===== src/rtl/cpu_trace_buffer_pkg.sv =====
// Shared definitions for the CPU trace/halt monitor: trace kinds, halt-cause
// bit positions, FSM states and a saturating counter helper.
package cpu_trace_buffer_pkg;

  localparam logic TRACE_REG = 1'b0;
  localparam logic TRACE_MEM = 1'b1;

  localparam int unsigned HALT_LIMIT_BIT = 0;
  localparam int unsigned HALT_WP_BIT    = 1;

  typedef enum logic [1:0] {
    StIdle   = 2'd0,
    StRun    = 2'd1,
    StHalted = 2'd2
  } state_e;

  // Increment that sticks at all-ones instead of wrapping.
  function automatic logic [31:0] sat_inc(input logic [31:0] val);
    return (val == '1) ? val : val + 32'd1;
  endfunction

endpackage


===== src/rtl/cpu_trace_buffer_trace_fifo.sv =====
// Dual-push / single-pop circular buffer. Push port 0 has priority for the
// last free slot; free space is evaluated before any same-cycle pop.
module cpu_trace_buffer_trace_fifo #(
  parameter int unsigned WIDTH = 8,
  parameter int unsigned DEPTH = 16,
  localparam int unsigned AW   = $clog2(DEPTH)
) (
  input  logic             clk,
  input  logic             reset,
  input  logic             push0,
  input  logic [WIDTH-1:0] data0,
  input  logic             push1,
  input  logic [WIDTH-1:0] data1,
  input  logic             pop,
  output logic [WIDTH-1:0] head,
  output logic [AW:0]      fill,
  output logic             drop
);

  logic [WIDTH-1:0] mem_q [DEPTH];
  logic [AW-1:0]    wr_ptr_q, wr_ptr_d;
  logic [AW-1:0]    rd_ptr_q, rd_ptr_d;
  logic [AW:0]      fill_q, fill_d;
  logic [AW:0]      free;
  logic [AW-1:0]    wr1_ptr;
  logic             acc0, acc1, pop_ok;

  // Acceptance, drop detection and pointer/fill next state.
  always_comb begin
    free     = (AW+1)'(DEPTH) - fill_q;
    acc0     = push0 && (free != '0);
    acc1     = push1 && (free > (AW+1)'(acc0));
    drop     = (push0 && !acc0) || (push1 && !acc1);
    pop_ok   = pop && (fill_q != '0);
    // Second item lands behind the first only if the first was accepted.
    wr1_ptr  = acc0 ? wr_ptr_q + AW'(1) : wr_ptr_q;
    wr_ptr_d = wr_ptr_q + AW'(acc0) + AW'(acc1);
    rd_ptr_d = rd_ptr_q + AW'(pop_ok);
    fill_d   = fill_q + (AW+1)'(acc0) + (AW+1)'(acc1) - (AW+1)'(pop_ok);
  end

  // Pointer and occupancy registers.
  always_ff @(posedge clk or negedge reset) begin
    if (!reset) begin
      wr_ptr_q <= '0;
      rd_ptr_q <= '0;
      fill_q   <= '0;
    end else begin
      wr_ptr_q <= wr_ptr_d;
      rd_ptr_q <= rd_ptr_d;
      fill_q   <= fill_d;
    end
  end

  // Entry storage; cleared on reset so the head reads as zero afterwards.
  always_ff @(posedge clk or negedge reset) begin
    if (!reset) begin
      for (int i = 0; i < DEPTH; i++) begin
        mem_q[i] <= '0;
      end
    end else begin
      if (acc0) mem_q[wr_ptr_q] <= data0;
      if (acc1) mem_q[wr1_ptr]  <= data1;
    end
  end

  assign head = mem_q[rd_ptr_q];
  assign fill = fill_q;

endmodule


===== src/rtl/cpu_trace_buffer.sv =====
// On-chip trace/halt monitor: logs WB-stage register writes and MEM-stage
// stores into a timestamped FIFO and requests a CPU halt on a cycle limit or
// an address watchpoint hit.
module cpu_trace_buffer
  import cpu_trace_buffer_pkg::*;
#(
  parameter int unsigned DATA_W      = 32,
  parameter int unsigned DEPTH       = 16,
  parameter int unsigned TS_W        = 16,
  parameter int unsigned NUM_WP      = 2,
  parameter int unsigned CYCLE_LIMIT = 50
) (
  input  logic                     clk,
  input  logic                     reset,
  input  logic                     enable,
  input  logic                     wb_valid,
  input  logic [4:0]               wb_addr,
  input  logic [DATA_W-1:0]        wb_data,
  input  logic                     mem_we,
  input  logic [DATA_W-1:0]        mem_addr,
  input  logic [DATA_W-1:0]        mem_wdata,
  input  logic [NUM_WP*DATA_W-1:0] wp_addr,
  input  logic [NUM_WP-1:0]        wp_en,
  output logic                     out_valid,
  input  logic                     out_ready,
  output logic                     out_kind,
  output logic [DATA_W-1:0]        out_addr,
  output logic [DATA_W-1:0]        out_data,
  output logic [TS_W-1:0]          out_ts,
  output logic [$clog2(DEPTH):0]   fill,
  output logic                     overflow,
  output logic                     halt_req,
  output logic [1:0]               halt_cause,
  output logic [31:0]              cycle_count
);

  localparam int unsigned EW = 1 + 2 * DATA_W + TS_W;
  localparam logic [31:0] LimitM1 = (CYCLE_LIMIT == 0) ? 32'd0 : 32'(CYCLE_LIMIT - 1);

  state_e      state_q, state_d;
  logic [31:0] cycle_q, cycle_d;
  logic        halt_req_q, halt_req_d;
  logic [1:0]  cause_q, cause_d;
  logic        overflow_q;

  logic          capture;
  logic          limit_hit, wp_match, wp_hit;
  logic          push_reg, push_mem, pop, drop;
  logic [EW-1:0] entry_reg, entry_mem, head;

  // Watchpoint compare across all enabled slots.
  always_comb begin
    wp_match = 1'b0;
    for (int i = 0; i < NUM_WP; i++) begin
      if (wp_en[i] && (mem_addr == wp_addr[i*DATA_W +: DATA_W])) wp_match = 1'b1;
    end
  end

  assign wp_hit    = mem_we && wp_match;
  assign limit_hit = (CYCLE_LIMIT != 0) && (cycle_q == LimitM1);

  // FSM next state, cycle counter and halt request.
  always_comb begin
    state_d    = state_q;
    cycle_d    = cycle_q;
    halt_req_d = halt_req_q;
    cause_d    = cause_q;
    capture    = 1'b0;
    unique case (state_q)
      StIdle: begin
        cycle_d    = '0;
        halt_req_d = 1'b0;
        cause_d    = '0;
        if (enable) state_d = StRun;
      end
      StRun: begin
        // Events in the cycle enable drops are still logged.
        capture = 1'b1;
        if (!enable) begin
          state_d    = StIdle;
          cycle_d    = '0;
          halt_req_d = 1'b0;
          cause_d    = '0;
        end else begin
          cycle_d = sat_inc(cycle_q);
          if (limit_hit || wp_hit) begin
            state_d                 = StHalted;
            halt_req_d              = 1'b1;
            cause_d[HALT_LIMIT_BIT] = limit_hit;
            cause_d[HALT_WP_BIT]    = wp_hit;
          end
        end
      end
      StHalted: begin
        if (!enable) begin
          state_d    = StIdle;
          cycle_d    = '0;
          halt_req_d = 1'b0;
          cause_d    = '0;
        end
      end
      default: state_d = StIdle;
    endcase
  end

  // FSM, counter, halt and sticky overflow registers.
  always_ff @(posedge clk or negedge reset) begin
    if (!reset) begin
      state_q    <= StIdle;
      cycle_q    <= '0;
      halt_req_q <= 1'b0;
      cause_q    <= '0;
      overflow_q <= 1'b0;
    end else begin
      state_q    <= state_d;
      cycle_q    <= cycle_d;
      halt_req_q <= halt_req_d;
      cause_q    <= cause_d;
      overflow_q <= overflow_q | drop;
    end
  end

  // Entry formatting: {kind, addr, data, timestamp}.
  always_comb begin
    push_reg  = capture && wb_valid && (wb_addr != 5'd0);
    push_mem  = capture && mem_we;
    entry_reg = {TRACE_REG, DATA_W'(wb_addr), wb_data, cycle_q[TS_W-1:0]};
    entry_mem = {TRACE_MEM, mem_addr, mem_wdata, cycle_q[TS_W-1:0]};
    pop       = out_valid && out_ready;
  end

  cpu_trace_buffer_trace_fifo #(
    .WIDTH (EW),
    .DEPTH (DEPTH)
  ) u_fifo (
    .clk   (clk),
    .reset (reset),
    .push0 (push_reg),
    .data0 (entry_reg),
    .push1 (push_mem),
    .data1 (entry_mem),
    .pop   (pop),
    .head  (head),
    .fill  (fill),
    .drop  (drop)
  );

  assign out_valid   = (fill != '0);
  assign out_kind    = head[EW-1];
  assign out_addr    = head[EW-2 -: DATA_W];
  assign out_data    = head[TS_W +: DATA_W];
  assign out_ts      = head[TS_W-1:0];
  assign overflow    = overflow_q;
  assign halt_req    = halt_req_q;
  assign halt_cause  = cause_q;
  assign cycle_count = cycle_q;

endmodule


===== config.mk =====
export PLATFORM = sky130hd
export DESIGN_NAME = cpu_trace_buffer
export DESIGN_NICKNAME = d
export VERILOG_FILES = /design/src/rtl/cpu_trace_buffer_pkg.sv /design/src/rtl/cpu_trace_buffer_trace_fifo.sv /design/src/rtl/cpu_trace_buffer.sv
export SDC_FILE = /design/constraint.sdc
export NUM_CORES = 2
export LEC_CHECK = 0
export ABC_AREA = 0
export BUFFER_PORTS_ARGS = -buffer_cell sky130_fd_sc_hd__buf_2
export CAP_MARGIN = 20
export CORE_MARGIN = 5
export CORE_UTILIZATION = 35
export CTS_CLUSTER_SIZE = 24
export DETAILED_ROUTE_END_ITERATION = 8
export PLACE_DENSITY = 0.49
export SETUP_SLACK_MARGIN = 0.15
export SYNTH_ARGS = -nofsm -noshare
export SYNTH_HDL_FRONTEND = slang
export SYNTH_SLANG_ARGS = --single-unit
export TNS_END_PERCENT = 20

===== constraint.sdc =====
create_clock -name clk -period 5.06 [get_ports clk]
set_input_delay 0.759 -clock clk [delete_from_list [all_inputs] [get_ports clk]]
set_output_delay 0.759 -clock clk [all_outputs]
set_load 0.02 [all_outputs]

==> run metrics <==
total number of placement rows 163; category of the critical setup timing path reg -> out; Slew Limit Fails 0; GPL Wtd Cong 0.804; Worst R2R Setup Slack 0.60 ns; Leak 37.6 nW; vias in the first global route 51759; sequence of cells on the critical path buf_4 > mux4_2 > a22oi_1 > nand2_1 > buf_2; critical path's slowest cell buf_4; Mean Syn Cell Area 10.1 um2; clock buffer count from CTS 159; startpoint class of the critical path flop; Critical path destination out_ts[12]; deepest level of the CTS H-tree 4; smallest hold slack 0.266 ns; unrepaired setup endpoints after global routing false; logic depth of the worst register-to-register path 14; via density per instance 5.42; number of unique standard cell types used by synthesis 61; overall fraction of global-route tracks in use 22.9%; biggest cell delay along the critical path 0.91 ns; Power Dens Cells 591 mW/mm2; number of warnings issued by yosys 0; count of nets left with antenna violations after detail routing 0; leading cell type in the layout, fill and taps excluded nand2_1; Mapped Cells 6840; maximum fanout along the worst path 55; maximum frequency from static timing analysis 222 MHz; commonest non-fill, non-tap cells in the layout nand2_1 (1507), dfrtp_1 (1343), o21ai_0 (1108); setup total negative slack 0 ns; Main synth FF type dfrtp_1; overall via count from detail_route 51659; cell at the root of the clock tree clkbuf_16; placed cell area 0.0734 mm2; data required time at the worst endpoint 4.30 ns; number of gates on the worst path with buffers counted 5; Initial Util 35.1%; clock tree from TritonCTS yes; Setup WS pre-CTS 0.502 ns; Setup-failing EPs final 0; Sink Count 1347; ports placed on the boundary 296; count of port buffers added during placement 295; worst IR drop on VDD 0.467 mV; cell family with most CP delay buffers and inverters; area of the die 0.206 mm2; Iter 0 DRT Violations 4242; CTS Buffer Depth 3; pin count of the biggest net entering global routing 130; fraction of final layout cells with drive strength greater than 1 18.1%; cts repair resizes 0; global route total overflow 0; clock edge transition at the registers on the reported setup and hold paths 0.06 ns; remaining design rule violation count 0; number of antenna violations at the first check in global routing 30; sum of routed wire length over all layers 240000 um; number of nets produced by synthesis 7035; Wirelength per Cell 25.2 um; die span in y 454 um; first-pass GRT wire length 358000 um; placeable core region 0.197 mm2; destination of the worst register-to-register timing path u_fifo.mem_q[712]; clock latency on the worst-skew pair 0.81 ns; setup slack after layout 0.558 ns; proportion of synthesized chip area in sequential cells 48.8%; worst setup path startpoint u_fifo.rd_ptr_q[1]; worst clock skew 0.0272 ns; Final Cell Area 0.0785 mm2; Arrival @ worst endpoint 3.74 ns; post-layout net count 6946; launch point of the worst reg-to-reg path u_fifo.fill[2]; share of the clock period used by the worst path 89.0%; Post-synth EDFFs 0; slew margin rel. 26.6%; Area Growth Syn to Fin 13.7%; max-cap violations 0; Worst setup EP type output pin; shortest clock period the worst path allows after layout 4.50 ns; status finished clean; combined buffer and inverter count along the critical path 2; DPL Wire Length 136000 um; slew at the pin closest to its max-slew limit 1.10 ns; final-layout fill cell count 18926; Die Width 454 um; post-synthesis register bit count 1347; fraction of synthesis flops using an asynchronous set or reset pin 100%; Hold Fails Final Rpt 0; type of the most critical hold path in -> reg; count of TritonRoute iterations in the first routing pass 6; Post-Syn Area 0.0691 mm2
## through the flow
stage	total power, W	std cells	util (%)
3_3_place_gp	0.0348	9228	37.3
6_report	0.0464	9528	39.9
3_5_place_dp	0.0352	9229	37.3
4_1_cts	0.0468	9512	39.9
2_1_floorplan	0.0281	6840	-
5_1_grt	0.0492	9522	39.9
## cell type report
class                      instances  area [um2]  share of cell area [%]
antenna                           16        40.0                  0.0510
clock buffer                     237        4670                    5.95
clock inverter                    45         453                   0.577
inverter                          27         101                   0.129
multi-input combinational       4757       32800                    41.8
sequential                      1347       33700                    42.9
tap                             2640        3300                    4.21
timing repair buffer             459        3450                    4.39
## cells by family (layout without fill, tap and decap cells)
| kind of cell | after synthesis | count (layout) | share of synthesized area [%] |
|---|---|---|---|
| and+or+nand+nor | 1804 | 1804 | 10.4 |
| AOI/OAI and AO/OA | 1523 | 1523 | 12.1 |
| DFF | 1347 | 1347 | 48.8 |
| muxes | 1326 | 1326 | 22.9 |
| buffers and inverters | 736 | 768 | 4.31 |
| xor gates and xnor gates | 82 | 82 | 1.04 |
| adders and majority gates | 22 | 22 | 0.431 |
| other | 0 | 16 | 0 |
## Yosys cell counts, drive strengths merged, types with 2 or more instances
cell	instances	area, um2
nand3	86	430
nor3	4	20.0
ha	19	238
o22a	2	17.5
o21ai	1112	5570
mux2i	837	8380
mux4	162	3650
o21bai	2	15.0
o31ai	6	45.0
o41ai	2	17.5
xnor2	53	464
a22oi	82	616
or4	4	33.8
nor4	13	81.3
a211oi	9	113
inv	27	101
dfrtp	1347	33700
nand4	25	156
and3	10	62.6
buf	205	986
a2111o	2	22.5
or2	3	18.8
nand2b	4	25.0
clkbuf	504	1890
mux2	327	3790
or3	2	12.5
fa	3	60.1
nand2	1509	5660
nor2b	19	119
a221oi	81	709
xor2	29	254
a21oi	178	936
nor2	113	439
and2	7	43.8
a21o	16	120
a31oi	12	75.1
o22ai	12	75.1
## per-layer routing
layer / wire length [um] / part of all wire (%) / vias to the layer above / global-route usage [%]
li1: - / - / 23653 / -
met1: 107000 / 44 / 26338 / 31.4
met2: 115000 / 48 / 1320 / 37.6
met3: 11000 / 4.6 / 344 / 3.43
met4: 6950 / 2.9 / 4 / 7.05
met5: 26 / 0.011 / - / 0
## worst min-delay path by stage
stage	endpoint	depth (start not counted)	slack, ns	startpoint
3_3_place_gp	u_fifo.mem_q[1052]	2	0.45	u_fifo.mem_q[1052]
4_1_cts	state_q[1]	2	0.20	enable
2_1_floorplan	u_fifo.mem_q[1052]	2	0.43	u_fifo.mem_q[1052]
3_5_place_dp	u_fifo.mem_q[1052]	2	0.46	u_fifo.mem_q[1052]
5_1_grt	state_q[1]	2	0.23	enable
6_report	state_q[1]	2	0.27	enable
## timing repair
action                                 in CTS  in global routing
endpoints found under the hold margin      33                  0
hold buffers                                1                  0
setup buffers                               0                  0
## flip-flops by register name, summed over array words and instances (netlist names)
name	cells
halt_req	1
u_fifo.mem_q	1296
u_fifo.rd_ptr_q	4
overflow	1
u_fifo.wr_ptr_q	4
state_q	2
halt_cause	2
u_fifo.fill	5
cycle_count	32
## where the power goes
part | leakage [nW] | switching [W] | internal, W
logic | 17.5 | 0.0110 | 0.00719
clock network | 2.55 | 0.00478 | 0.00672
registers | 17.5 | 0.00225 | 0.0145
total | 37.6 | 0.0181 | 0.0284
No activity file was read; power rests on OpenSTA's default activity.
